`config.mk`:
```
export PLATFORM = sky130hd
export DESIGN_NAME = washer_phase_timer_flat
export DESIGN_NICKNAME = d
export VERILOG_FILES = /design/src/rtl/washer_phase_timer_if.sv /design/src/rtl/washer_phase_timer.sv /design/src/flat_wrapper.sv
export SDC_FILE = /design/constraint.sdc
export NUM_CORES = 1
export LEC_CHECK = 0
export CELL_PAD_IN_SITES_DETAIL_PLACEMENT = 0
export CELL_PAD_IN_SITES_GLOBAL_PLACEMENT = 1
export CORE_MARGIN = 2
export CORE_UTILIZATION = 40
export CTS_CLUSTER_SIZE = 16
export DETAILED_ROUTE_END_ITERATION = 8
export PLACE_DENSITY_LB_ADDON = 0.1
export RECOVER_POWER = 25
export SYNTH_ARGS = -nofsm -noshare
export SYNTH_HDL_FRONTEND = slang
export SYNTH_SLANG_ARGS = --single-unit
```
`constraint.sdc`:
```
create_clock -name clk -period 2.5 [get_ports clk]
set_input_delay 0.75 -clock clk [delete_from_list [all_inputs] [get_ports clk]]
set_output_delay 0.75 -clock clk [all_outputs]
set_load 0.01 [all_outputs]
```
`src/rtl/washer_phase_timer_if.sv`:
```
// washer_phase_timer_if: signal bundle between the washer FSM and its phase timer.
//   master : FSM side. Drives the actuator outputs and hold, receives the T flags.
//   slave  : timer side. Receives the actuator outputs and hold, drives the T flags,
//            the latched phase and the remaining tick count.
// Signal names follow the washer FSM so the two blocks can be wired by name.
interface washer_phase_timer_if #(
  parameter int CNT_W = 8
);
  logic             Water;
  logic             Agitator;
  logic             R;
  logic             Pump;
  logic             Motor;
  logic             hold;
  logic             Tf;
  logic             Tw;
  logic             Tr;
  logic             Td;
  logic             Ts;
  logic [2:0]       phase;
  logic [CNT_W-1:0] remaining;

  modport master (
    output Water, Agitator, R, Pump, Motor, hold,
    input  Tf, Tw, Tr, Td, Ts, phase, remaining
  );

  modport slave (
    input  Water, Agitator, R, Pump, Motor, hold,
    output Tf, Tw, Tr, Td, Ts, phase, remaining
  );
endinterface

```
`src/rtl/washer_phase_timer.sv`:
```
// washer_phase_timer: decodes the washer cycle phase from the FSM actuator outputs
// and runs a prescaled down-counter for it. When the phase's duration has elapsed
// the matching T flag (Tf/Tw/Tr/Td/Ts) is raised as a level until the phase changes.
// Ports:
//   clk   : system clock, rising edge
//   reset : asynchronous, active-high; clears all state
//   bus   : slave side of washer_phase_timer_if (actuators + hold in; T flags,
//           phase and remaining out)
// Durations are in ticks of PRESCALE clk cycles and are truncated to CNT_W bits.
module washer_phase_timer #(
  parameter int PRESCALE = 1000,
  parameter int CNT_W    = 8,
  parameter int FILL_T   = 20,
  parameter int WASH_T   = 40,
  parameter int RINSE_T  = 30,
  parameter int DRAIN_T  = 15,
  parameter int SPIN_T   = 50
) (
  input  logic                 clk,
  input  logic                 reset,
  washer_phase_timer_if.slave  bus
);

  localparam logic [2:0] PH_NONE  = 3'd0;
  localparam logic [2:0] PH_FILL  = 3'd1;
  localparam logic [2:0] PH_WASH  = 3'd2;
  localparam logic [2:0] PH_RINSE = 3'd3;
  localparam logic [2:0] PH_DRAIN = 3'd4;
  localparam logic [2:0] PH_SPIN  = 3'd5;

  // PRESCALE=1 still needs a 1-bit prescaler; it simply ticks every cycle.
  localparam int            PW       = (PRESCALE > 1) ? $clog2(PRESCALE) : 1;
  localparam logic [PW-1:0] PRE_LAST = PW'(PRESCALE - 1);

  localparam logic [CNT_W-1:0] FILL_N  = CNT_W'(FILL_T);
  localparam logic [CNT_W-1:0] WASH_N  = CNT_W'(WASH_T);
  localparam logic [CNT_W-1:0] RINSE_N = CNT_W'(RINSE_T);
  localparam logic [CNT_W-1:0] DRAIN_N = CNT_W'(DRAIN_T);
  localparam logic [CNT_W-1:0] SPIN_N  = CNT_W'(SPIN_T);

  typedef enum logic [1:0] {
    IDLE = 2'd0,
    RUN  = 2'd1,
    DONE = 2'd2
  } state_e;

  state_e           state_q, state_d;
  logic [2:0]       phase_q, phase_d;
  logic [CNT_W-1:0] rem_q, rem_d;
  logic [PW-1:0]    pre_q, pre_d;
  logic [2:0]       dec_phase;
  logic [CNT_W-1:0] dec_dur;

  // Phase decode: water outranks agitation, spin outranks drain because the
  // pump also runs during spin.
  always_comb begin
    if (bus.Water)         dec_phase = PH_FILL;
    else if (bus.Agitator) dec_phase = bus.R ? PH_RINSE : PH_WASH;
    else if (bus.Motor)    dec_phase = PH_SPIN;
    else if (bus.Pump)     dec_phase = PH_DRAIN;
    else                   dec_phase = PH_NONE;
  end

  always_comb begin
    unique case (dec_phase)
      PH_FILL:  dec_dur = FILL_N;
      PH_WASH:  dec_dur = WASH_N;
      PH_RINSE: dec_dur = RINSE_N;
      PH_DRAIN: dec_dur = DRAIN_N;
      PH_SPIN:  dec_dur = SPIN_N;
      default:  dec_dur = '0;
    endcase
  end

  // State register
  always_ff @(posedge clk or posedge reset) begin
    if (reset) begin
      state_q <= IDLE;
      phase_q <= PH_NONE;
      rem_q   <= '0;
      pre_q   <= '0;
    end else begin
      state_q <= state_d;
      phase_q <= phase_d;
      rem_q   <= rem_d;
      pre_q   <= pre_d;
    end
  end

  // Next state. A phase change beats everything, including a tick that would
  // have finished the old phase on the same edge.
  always_comb begin
    state_d = state_q;
    phase_d = phase_q;
    rem_d   = rem_q;
    pre_d   = pre_q;
    if (dec_phase != phase_q) begin
      phase_d = dec_phase;
      rem_d   = dec_dur;
      pre_d   = '0;
      state_d = (dec_phase == PH_NONE) ? IDLE : RUN;
    end else begin
      unique case (state_q)
        IDLE: begin
          rem_d = '0;
          pre_d = '0;
        end
        RUN: begin
          if (!bus.hold) begin
            if (rem_q == '0) begin
              // Zero-length phase: finish on the first unheld edge.
              state_d = DONE;
            end else if (pre_q == PRE_LAST) begin
              pre_d = '0;
              rem_d = rem_q - 1'b1;
              if (rem_q == CNT_W'(1)) state_d = DONE;
            end else begin
              pre_d = pre_q + 1'b1;
            end
          end
        end
        DONE: ;
        default: state_d = IDLE;
      endcase
    end
  end

  // Outputs come straight from registers; the T flag is just DONE qualified
  // by the latched phase, so at most one can be high.
  always_comb begin
    bus.Tf        = (state_q == DONE) && (phase_q == PH_FILL);
    bus.Tw        = (state_q == DONE) && (phase_q == PH_WASH);
    bus.Tr        = (state_q == DONE) && (phase_q == PH_RINSE);
    bus.Td        = (state_q == DONE) && (phase_q == PH_DRAIN);
    bus.Ts        = (state_q == DONE) && (phase_q == PH_SPIN);
    bus.phase     = phase_q;
    bus.remaining = rem_q;
  end

endmodule
```
`src/flat_wrapper.sv`:
```
// flat-port wrapper written by rule: the top's interface ports become plain ports
module washer_phase_timer_flat 
#(
  parameter int PRESCALE = 1000,
  parameter int CNT_W    = 8,
  parameter int FILL_T   = 20,
  parameter int WASH_T   = 40,
  parameter int RINSE_T  = 30,
  parameter int DRAIN_T  = 15,
  parameter int SPIN_T   = 50
)
  (clk, reset, bus_Water, bus_Agitator, bus_R, bus_Pump, bus_Motor, bus_hold, bus_Tf, bus_Tw, bus_Tr, bus_Td, bus_Ts, bus_phase, bus_remaining);
  washer_phase_timer_if #(.CNT_W(CNT_W)) bus_i ();
  input  logic clk;
  input  logic reset;
  input wire logic [$bits(bus_i.Water)-1:0] bus_Water;
  input wire logic [$bits(bus_i.Agitator)-1:0] bus_Agitator;
  input wire logic [$bits(bus_i.R)-1:0] bus_R;
  input wire logic [$bits(bus_i.Pump)-1:0] bus_Pump;
  input wire logic [$bits(bus_i.Motor)-1:0] bus_Motor;
  input wire logic [$bits(bus_i.hold)-1:0] bus_hold;
  output wire logic [$bits(bus_i.Tf)-1:0] bus_Tf;
  output wire logic [$bits(bus_i.Tw)-1:0] bus_Tw;
  output wire logic [$bits(bus_i.Tr)-1:0] bus_Tr;
  output wire logic [$bits(bus_i.Td)-1:0] bus_Td;
  output wire logic [$bits(bus_i.Ts)-1:0] bus_Ts;
  output wire logic [$bits(bus_i.phase)-1:0] bus_phase;
  output wire logic [$bits(bus_i.remaining)-1:0] bus_remaining;
  assign bus_i.Water = bus_Water;
  assign bus_i.Agitator = bus_Agitator;
  assign bus_i.R = bus_R;
  assign bus_i.Pump = bus_Pump;
  assign bus_i.Motor = bus_Motor;
  assign bus_i.hold = bus_hold;
  assign bus_Tf = bus_i.Tf;
  assign bus_Tw = bus_i.Tw;
  assign bus_Tr = bus_i.Tr;
  assign bus_Td = bus_i.Td;
  assign bus_Ts = bus_i.Ts;
  assign bus_phase = bus_i.phase;
  assign bus_remaining = bus_i.remaining;
  washer_phase_timer #(.PRESCALE(PRESCALE), .CNT_W(CNT_W), .FILL_T(FILL_T), .WASH_T(WASH_T), .RINSE_T(RINSE_T), .DRAIN_T(DRAIN_T), .SPIN_T(SPIN_T)) u_core (.clk(clk), .reset(reset), .bus(bus_i));
endmodule
```
# Yosys cells after proc, flatten, opt, wreduce, memory -nomap -nowiden
# Cells that the tools add are included.
# totals
word_cells	63
output_inout_bits	16
register_bits	23
input_bits	8
# op_classes
n_eq_ne	21
reduce_logical	13
add_sub_neg	2
muxes	23
# op_table
operator	n
$mux 10	4
$mux 8	4
$pmux 6 s5	1
$pmux 10 s2	1
$pmux 8 s2	1
$eq 3x2->1 const B	4
$eq 3x3->1 const B	4
$mux 3	4
$add 10x1->10 const B	1
$eq 10x10->1 const B	1
$mux 2	5
$eq 8x1->1 const B	1
$logic_not 8->1	1
$ne 4x1->1 const B	2
$reduce_and 4->1	2
$sub 8x1->8 const B	1
$eq 3x1->1 const B	2
$ne 3x2->1 const B	2
$logic_and 1x1->1	5
$pmux 2 s2	1
$logic_not 3->1	1
$ne 3x1->1 const B	1
$ne 3x3->1	1
$reduce_and 3->1	1
other kinds (7)	8

# Depth between registers and ports, before layout
# logic_depth
depth_word	7
ltp_mapped	9
ltp_nobuf	8

# Worst setup path after synthesis
# OpenSTA, ideal clock, no wires.
# synth_path
path_kind	input port to flip-flop
start	input bus_Agitator
end	register u_core.rem_q[6], in the netlist u_core.bus.remaining[6]
setup_slack_ns	0.193
setup_ns	0.122
path_stages	8
t_arrival_ns	2.185
cell_sequence	buf_6 or2_1 o31a_1 o2bb2a_4 buf_6 o211a_4 nor2_2 a32o_1
# synth_between
elab_chain_cells	5
# synth_rtl
item	line_no	rtl
start, declared	flat_wrapper.sv:17	input wire logic [$bits(bus_i.Agitator)-1:0] bus_Agitator;
$mux 3 (*)	washer_phase_timer.sv:58	else if (bus.Agitator) dec_phase = bus.R ? PH_RINSE : PH_WASH;
$mux 3 (*)	washer_phase_timer.sv:57	if (bus.Water) dec_phase = PH_FILL;
$ne 3x3->1 (*)	washer_phase_timer.sv:97	if (dec_phase != phase_q) begin
$ne 3x2->1 (no source line), or another cell as far along	-	
$reduce_and 4->1 (no source line)	-	
end signal, assigned	washer_phase_timer.sv:85	rem_q <= rem_d;
end, declared	washer_phase_timer.sv:49	logic [CNT_W-1:0] rem_q, rem_d;
# Every way passes the cells marked *; elsewhere a longest branch is shown, timed or not.
# A chain may end at the register's enable or synchronous reset.

# Worst setup path after layout
# layout_path
start	input bus_Motor
end	register u_core.rem_q[4], in the netlist u_core.bus.remaining[4]
# layout_between
elab_chain_cells	6
# layout_rtl
item	line_no	rtl
start, declared	flat_wrapper.sv:20	input wire logic [$bits(bus_i.Motor)-1:0] bus_Motor;
$mux 3 (*)	washer_phase_timer.sv:59	else if (bus.Motor) dec_phase = PH_SPIN;
$mux 3 (*)	washer_phase_timer.sv:58	
$mux 3 (*)	washer_phase_timer.sv:57	
$eq 3x3->1, or another cell as far along	washer_phase_timer.sv:65	unique case (dec_phase)
$pmux 6 s5, or another cell as far along	washer_phase_timer.sv:65	
$mux 8 or $reduce_and 4->1 (tied branches)	-	
# Marked as above.

==> results.toml <==
[power]
peakVddDrop_mv = 0.1955
power.total_mw = 1.045
power_density_nw_per_um2 = 514.4
leakage_nw = 0.8856

[clock_network]
cts_max_level = 1
ctsHoldBuffers = 0
worstSkewPairLatency_ns = 0.26
cts_buffers = 3
clockBufferDepth = 2
cts_sinks = 23
cts_tree = "yes"
cts_root_buffer = "clkbuf_8"
clkTransAtPathRegs_ns = 0.08

[worst_setup_path]
cp_data_arrival_time_ns = 2.58
cp-end-kind = "flop"
path_buf_inv = 2
worstPathMaxFanout = 6
path_cells = "clkdlybuf4s50_1 -> nor2_1 -> o31a_1 -> o2bb2a_4 -> o211a_4 -> buf_4 -> o41ai_1"
required_ns = 2.65
crit_path_start_kind = "input pin"
worst-setup-path-type = "in2reg"
crit_slowest_cell = "clkdlybuf4s50_1"
crit_family = "compound AO/OA/AOI/OAI gates"
slowest_delay_ns = 0.47

[yosys]
synth_top_cell_by_area = "dfrtp_1"
syn-num-nets = 188
synth_edf_count = 0
synth_flop_cell = "dfrtp_1"
synth_top_area_share_pct = 37.61
syn-instance-count = 176
synth_area_um2 = 1530
yosys_warnings = 0
ys_ff_latch = 23
async_flop_share_pct = 100.0
yosys-top-cells-area = "dfrtp_1 (38%), a22o_1 (5.7%), nor2_1 (4.9%), o21ai_0 (4.9%), nor2b_1 (4.1%)"
ys_seq_area_share_pct = 37.61
avgSynthCellArea_um2 = 8.694
ys_types = 46

[worst_hold_path]
hp-class = "reg2reg"

[grt]
grt_pass1_wl_um = 6603
grt_pass1_vias = 1463
grt_antenna_before_repair = 0
grt_usage_pct = 19.75
grt_max_degree = 24
grt-ovfl-total = 0

[layout]
layout.nets = 233
fin_util_pct = 55.47
syn_to_final_growth_pct = 32.71
n_antenna_cell = 0
nFillCells = 339
most-common-layout-cells = "dfrtp_1 (23), nor2_1 (20), clkdlybuf4s50_1 (20), buf_4 (19)"
final_common_cell = "dfrtp_1"
drive_gt1_share_pct = 17.27

[timing]
hold_slack_ns = 0.5496
timing.fmax_mhz = 412.1
worst_pin_slew_ns = 1.295
max-slew-margin-rel_pct = 13.69
min_period_ns = 2.427
setup_viol = 0
skew_ns = 0.002602
hold_viol = 0
finalMaxSlewViolations = 0
fin_crit_sh_pct = 97.06

[routing]
drt_iter0_markers = 123
avgViaCountPerCell = 5.623
drc = 0
wl_per_cell_um = 14.69
routed_wl_um = 3937
dr.pass1.iters = 4
num_vias = 1507
postRouteAntennaNets = 0

[floorplanning]
core.rowCount = 22
die_w_um = 65.85
ios = 24
core_area_um2 = 3661
die_h_um = 65.85
dieArea_um2 = 4336
initial_core_util_pct = 41.80

[run_status]
status = "complete, no violations"

[placement]
io_buffers = 23
gp_congestion = 0.8087
hpwl_um = 2899

[run]
cap_violations = 0
==> logic make-up (layout without fill, tap and decap cells) <==
group / after synthesis / after routing / synth area share [%]
AOI/OAI and AO/OA: 54 / 55 / 25.51
xor gates and xnor gates: 1 / 1 / 0.5725
adders and majority gates: 4 / 4 / 3.271
buffers and inverters: 11 / 53 / 3.925
DFF: 23 / 23 / 37.61
muxes: 2 / 2 / 1.472
and+or+nand+nor: 81 / 82 / 27.64
==> path summary, 6_finish.rpt <==
path | startpoint | to | slack (ns) | depth (start not counted)
worst min-delay path | u_core.pre_q[1]$_DFFE_PP0P_ | u_core.pre_q[1]$_DFFE_PP0P_ | 0.55 | 1
worst max register to register | u_core.bus.remaining[0]$_DFFE_PP0P_ | u_core.bus.remaining[4]$_DFFE_PP0P_ | 0.25 | 8
max in group asynchronous | reset | u_core.pre_q[1]$_DFFE_PP0P_ | 0.39 | 3
worst max-delay path | bus_Motor | u_core.bus.remaining[4]$_DFFE_PP0P_ | 0.07 | 7
worst min register to register | u_core.pre_q[1]$_DFFE_PP0P_ | u_core.pre_q[1]$_DFFE_PP0P_ | 0.55 | 1
min in group asynchronous | reset | u_core.pre_q[3]$_DFFE_PP0P_ | 1.35 | 3
==> synth_stat cells, types with 2 or more instances <==
| master | count |
|---|---|
| mux2_2 | 2 |
| a21oi_1 | 10 |
| ha_1 | 4 |
| a22o_1 | 10 |
| dfrtp_1 | 23 |
| o2bb2ai_1 | 2 |
| nor3_1 | 12 |
| a31oi_1 | 2 |
| clkbuf_1 | 2 |
| nor4_1 | 2 |
| and3_1 | 6 |
| o21ai_0 | 15 |
| inv_1 | 6 |
| nand2b_1 | 6 |
| nor2_1 | 20 |
| buf_6 | 2 |
| nor3b_1 | 2 |
| nand2_1 | 13 |
| nor2b_1 | 10 |
==> flip-flops by register name, summed over array words and instances (netlist names) <==
name and flops:
u_core.pre_q 10, u_core.bus.phase 3, u_core.state_q 2, u_core.bus.remaining 8
==> power breakdown <==
group | leakage, nW | switching [mW] | internal, mW
Clock | 0.0255 | 0.118 | 0.111
Combinational | 0.558 | 0.201 | 0.182
Sequential | 0.302 | 0.0323 | 0.401
Total | 0.886 | 0.351 | 0.694
==> final cells by class <==
cell class,instances,area (um2),share of cell area [%]
Inverter,6,22.52,1.109
Sequential cell,23,575.6,28.34
Clock buffer,3,41.29,2.033
Timing Repair Buffer,43,377.9,18.61
Tap cell,48,60.06,2.957
Clock inverter,1,5.005,0.2465
Multi-Input combinational cell,144,948.4,46.70
==> metal layers <==
layer	vias to the layer above	GRT usage (%)	part of all wire, %
li1	745	-	-
met1	725	26.52	50
met2	35	33.21	46
met3	2	2.215	3.8
met4	0	6.250	0.58
met5	-	0	0
==> metrics by stage <==
stage / worst slack, ns / setup TNS [ns] / instance area, um2 / cells
6_report: 0.07345 / 0 / 2031 / 268
5_1_grt: -0.001507 / -0.001507 / 2031 / 268
4_1_cts: 0.01083 / 0 / 1979 / 266
3_5_place_dp: -0.2937 / -4.666 / 1926 / 261
3_3_place_gp: -0.2295 / -3.742 / 1926 / 261
2_1_floorplan: 0.1930 / 0 / 1530 / 176
==> worst register-to-register path: stages, from the launching register on <==
cell	delay, ns
dfrtp_1	0.45
inv_1	0.11
ha_1	0.22
nor3b_1	0.15
a221oi_1	0.35
nand2_1	0.17
o211a_4	0.19
buf_4	0.15
o41ai_1	0.36
==> repair_timing <==
action,4_1_cts,5_1_grt
pin swaps,2,3
setup buffers,0,1
setup endpoints to repair,5,19
gates cloned,1,1
resized for setup,2,15
No activity file was read; power rests on OpenSTA's default activity.
==> edit 1: new RTL, same flow settings <==
`PRESCALE` is set to 1000 in 2 places; all go to 2000.
--- a/src/rtl/washer_phase_timer.sv
+++ b/src/rtl/washer_phase_timer.sv
@@ -9,5 +9,5 @@
 // Durations are in ticks of PRESCALE clk cycles and are truncated to CNT_W bits.
 module washer_phase_timer #(
-  parameter int PRESCALE = 1000,
+  parameter int PRESCALE = 2000,
   parameter int CNT_W    = 8,
   parameter int FILL_T   = 20,
--- a/src/flat_wrapper.sv
+++ b/src/flat_wrapper.sv
@@ -2,5 +2,5 @@
 module washer_phase_timer_flat 
 #(
-  parameter int PRESCALE = 1000,
+  parameter int PRESCALE = 2000,
   parameter int CNT_W    = 8,
   parameter int FILL_T   = 20,
Formal check against the unedited RTL: same outputs for any inputs over 10 cycles, from zero or initial values and one cycle with reset high; that may be too few to reach the edited logic, so the function may still have changed.
==> edit 1 against the original RTL <==
- worst setup slack better by 0.042 ns
- sequential cell count rose by 1
- non-clock buffer count rose by 5
- synthesized cell count grew 27%
- sequential share of layout area shrank 2.5 points
- wire length grew 36%
- area after synthesis grew 19%
- via count rose by 30%
- power up 9.8%
- design area up 15%
==> edit 1: results (changes against the original RTL) <==
stage;metric;value;unit;change
run_status;status;finished, final reports clean;;unchanged
detailed_routing;viasPerCell;6.24;;was 5.62
placement;dp_cells;306;;was 261
timing;maxSlewHeadroom;0.0739;;was 0.137
cells_and_area;antenna_cells_inserted;0;;unchanged
cells_and_area;fin_nets;274;;was 233
logic_synthesis;syn_nets;236;;was 188
timing;finClkSkew;0.00611;ns;was 0.00260 ns
grt;antenna_found_initial;0;;unchanged
grt;grt_max_degree;25;;was 24
pwr;ir_drop;0.000190;V;was 0.000196 V
detailed_routing;first_pass_iters;4;;unchanged
placement;dp_hpwl;3890;um;was 2900 um
setup_path;reg2reg_depth;8;;unchanged
logic_synthesis;synth_cell_types;50;;was 46
detailed_routing;wirelength;5370;um;was 3940 um
clock_tree;cts_buffers;3;;unchanged
logic_synthesis;ys_seq_area_frac;0.329;;was 0.376
setup_path;crit_path_end;bus_Tf;;was u_core.bus.remaining[4]
grt;first_global_vias;1912;;was 1463
logic_synthesis;yosys_warnings;0;;unchanged
logic_synthesis;synthTopCellsByArea;dfrtp_1 (33%), nand4_1 (4.8%), a21oi_1 (4.4%);;was dfrtp_1 (38%), a22o_1 (5.7%), nor2_1 (4.9%)
pwr;leakage;0.927;nW;was 0.886 nW
grt;grt_first_pass_wirelength;8960;um;was 6600 um
logic_synthesis;syn_area_per_cell;8.16;sq um;was 8.69 sq um
grt;track_usage;0.216;;was 0.198
setup_path;r2r_slack;0.41;ns;was 0.25 ns
setup_path;arrival;1.63;ns;was 2.58 ns
setup_path;rr_startpoint;u_core.bus.remaining[1];;was u_core.bus.remaining[0]
detailed_routing;dr.first_iter.drc_count;182;;was 123
setup_path;setup.worst_path.class;flop to primary output;;was primary input to flop
logic_synthesis;synth_common_cells;dfrtp_1 (24), nand2_1 (17), a21oi_1 (16);;was dfrtp_1 (23), nor2_1 (20), o21ai_0 (15)
clock_tree;h-tree-depth;1;;unchanged
cells_and_area;drive_above_1_share;0.180;;was 0.173
placement;routabilityCongestion;0.897;;was 0.809
cells_and_area;largest_reg_flops;11;;was 10
timing;period_needed;2.38;ns;was 2.43 ns
clock_tree;clk_pin_slew;0.09;ns;
setup_path;crit_start;u_core.bus.phase[2];;was bus_Motor
setup_path;r2r_end;u_core.pre_q[9];;was u_core.bus.remaining[4]
detailed_routing;vias;1953;;was 1507
clock_tree;ctsRootBufferMaster;clkbuf_8;;unchanged
## edit 1: cell types whose count changed after synthesis, moves of 6 or more
cell,before,now
nand3_1,1,15
nand4_1,1,14
a22o_1,10,0
nor2_1,20,11
nor2b_1,10,2
a21oi_1,10,16
a31oi_1,2,8
inv_1,6,12
nor4_1,2,8
## edit 1: worst max-delay path: stages, from the launching register on
cell             delay [ns]
dfrtp_2                0.46
nand3b_1               0.20
nor3_1                 0.15
clkdlybuf4s50_1        0.57
## edit 1: stage by stage
stage	worst slack [ns]	area (sq um)	TNS, ns	hold WS (ns)
floorplan	0.327	1830	0	0.482
global placement	-0.177	2220	-2.51	0.515
detailed placement	-0.230	2220	-3.79	0.517
CTS	0.0373	2300	0	0.528
global route	0.0178	2340	0	0.565
finish	0.115	2340	0	0.529
## edit 1: metal layers
layer	up-vias	routed length, um	global-route usage
met3	4	223	0.0253
li1	922	-	-
met5	-	0	0
met4	0	28	0.0587
met1	978	2590	0.311
met2	49	2530	0.345
## edit 1: report_power, final
group | internal [mW] | switching (mW)
registers | 0.411 | 0.0436
clock network | 0.214 | 0.130
logic | 0.154 | 0.194
total | 0.780 | 0.368
## edit 1: what timing repair did
item / in CTS / in global routing
setup endpoints to repair: 1 / 9
buffers inserted: 0 / 3
gates resized for setup: 1 / 7
cloned: 0 / 0
## edit 1: worst min path at each step
stage                    startpoint               to  cells after the start
finish              u_core.pre_q[2]  u_core.pre_q[2]                      1
detailed placement  u_core.pre_q[2]  u_core.pre_q[2]                      1
global route        u_core.pre_q[2]  u_core.pre_q[2]                      1
CTS                 u_core.pre_q[2]  u_core.pre_q[2]                      1
floorplan           u_core.pre_q[2]  u_core.pre_q[2]                      1
global placement    u_core.pre_q[2]  u_core.pre_q[2]                      1
## edit 1: kinds of logic after synthesis
family                     share of synthesized area
AOI/OAI and AO/OA                              0.219
xor gates and xnor gates                     0.00890
adders and majority gates                     0.0274
buffers and inverters                         0.0739
DFF                                            0.329
muxes                                        0.00616
and+or+nand+nor                                0.336
## edit 1: area by class of cell
class	instances	area (sq um)
flip-flops and latches	24	604
multi-input cells	173	1110
repair buffers	48	442
fillers	396	2040
well taps	52	65.1
clock inverters	1	30.0
inverters	12	45.0
clock buffers	3	41.3
==> edit 2: new RTL, same settings <==
Made on the original files. The 3 states of `state_e` get a one-hot encoding in 3 bits.
--- a/src/rtl/washer_phase_timer.sv
+++ b/src/rtl/washer_phase_timer.sv
@@ -39,8 +39,8 @@
   localparam logic [CNT_W-1:0] SPIN_N  = CNT_W'(SPIN_T);
 
-  typedef enum logic [1:0] {
-    IDLE = 2'd0,
-    RUN  = 2'd1,
-    DONE = 2'd2
+  typedef enum logic [2:0] {
+    IDLE = 3'b001,
+    RUN  = 3'b010,
+    DONE = 3'b100
   } state_e;
 
Formal check against the unedited RTL: same outputs for any inputs over 10 cycles, from zero or initial values and one cycle with reset high; not proved beyond that.
==> edit 2 against the original RTL <==
- clock skew is 0.0020 ns higher
- non-clock buffer count grew 7
- critical path depth shrank 3
- utilization shrank 0.42 points
- worst setup slack gained 0.060 ns
- sequential cell count rose by 1
- power grew 11%
- design area is 11% higher
- area after synthesis rose by 14%
- final cell count rose by 13%
- synthesized cell count grew 20%
- wire length rose by 26%
- critical path type is now flop to primary output
- highest routed layer unchanged
==> edit 2: results (changes against the original RTL) <==
stage;metric;value;unit;change
placement;dp_cells;299;;was 261
pwr;clock_power;0.253;mW;was 0.229 mW
logic_synthesis;syn_nets;224;;was 188
setup_path;crit_fanout;2;;was 6
cells_and_area;drive_above_1_share;0.181;;was 0.173
timing;period_needed;2.37;ns;was 2.43 ns
run_status;status;finished, final reports clean;;unchanged
cells_and_area;antenna_cells_inserted;0;;unchanged
clock_tree;cts_resized;1;;was 2
pwr;ir_drop;0.000209;V;was 0.000196 V
cells_and_area;final-clk-cell-share;0.0200;;was 0.0228
timing;finClkSkew;0.00461;ns;was 0.00260 ns
placement;place_ws;-0.142;ns;was -0.294 ns
grt;track_usage;0.214;;was 0.198
min_path;holdPathStages;2;;was 1
cells_and_area;multiInputGateArea;1050;sq um;was 948 sq um
pwr;power.density;515;nW/um^2;was 514 nW/um^2
pwr;finalPower;1.16;mW;was 1.04 mW
timing;whs;0.559;ns;was 0.550 ns
setup_path;arrival;1.62;ns;was 2.58 ns
die;nWellTaps;50;;was 48
cells_and_area;nClkBuffers;4;;was 3
clock_tree;insertion_delay;0.28;ns;was 0.26 ns
detailed_routing;vias;1790;;was 1507
cells_and_area;nonClkBufAreaFrac;0.199;;was 0.186
detailed_routing;wirelength;4970;um;was 3940 um
setup_path;reg2reg_depth;6;;was 8
placement;postPlaceCellArea;2190;sq um;was 1930 sq um
setup_path;cp_top_family;buffers and inverters;;was compound AO/OA/AOI/OAI gates
detailed_routing;viasPerCell;5.89;;was 5.62
logic_synthesis;synth_common_cells;dfrtp_1 (23), o21ai_0 (20), a21oi_1 (18);;was dfrtp_1 (23), nor2_1 (20), o21ai_0 (15)
placement;dp_hpwl;3750;um;was 2900 um
cells_and_area;fillers;396;;was 339
clock_tree;post_cts_buffers;1;;was 0
cells_and_area;seq_cell_count;24;;was 23
setup_path;r2r_slack;0.23;ns;was 0.25 ns
timing;max_slew.worst_pin.slew;1.37;ns;was 1.29 ns
logic_synthesis;synthCells;212;;was 176
cells_and_area;nNonClkBuffers;50;;was 43
grt;first_global_vias;1766;;was 1463
detailed_routing;dr.first_iter.drc_count;100;;was 123
placement;routabilityCongestion;0.845;;was 0.809
setup_path;cpPeakStageDelay;0.56;ns;was 0.47 ns
cells_and_area;nMultiInputCombCells;165;;was 144
cells_and_area;seq_area;603;sq um;was 576 sq um
logic_synthesis;ys_seq_area_frac;0.346;;was 0.376
cells_and_area;fin_nets;267;;was 233
setup_path;crit_start;u_core.state_q[0];;was bus_Motor
logic_synthesis;synthTopCellsByArea;dfrtp_1 (33%), o21ai_0 (5.8%), a21oi_1 (5.2%);;was dfrtp_1 (38%), a22o_1 (5.7%), nor2_1 (4.9%)
edit 2: changes by cell type after synthesis, sizes merged, moves of 4 or more:
cell | unedited run | this run
nand3 | 1 | 9
a22o | 10 | 1
nor2 | 22 | 13
clkbuf | 2 | 6
nor2b | 10 | 1
inv | 6 | 11
a21oi | 10 | 19
o21ai | 16 | 20
a211oi | 1 | 5
a31oi | 2 | 6
or4 | 0 | 4
edit 2: kinds of logic (layout without fill, tap and decap cells):
| logic type | after synthesis | after routing | share of synthesized area |
|---|---|---|---|
| buffers and inverters | 23 | 65 | 0.0540 |
| muxes | 4 | 4 | 0.0238 |
| AOI/OAI and AO/OA | 67 | 67 | 0.247 |
| adders and majority gates | 4 | 4 | 0.0288 |
| DFF | 24 | 24 | 0.346 |
| and+or+nand+nor | 88 | 88 | 0.290 |
| xor gates and xnor gates | 2 | 2 | 0.0101 |
edit 2: metal layers:
layer / wire length (um) / global-route usage
met1: 2120 / 0.266
met2: 2610 / 0.385
met3: 178 / 0.0245
met4: 68 / 0.0705
met5: 0 / 0
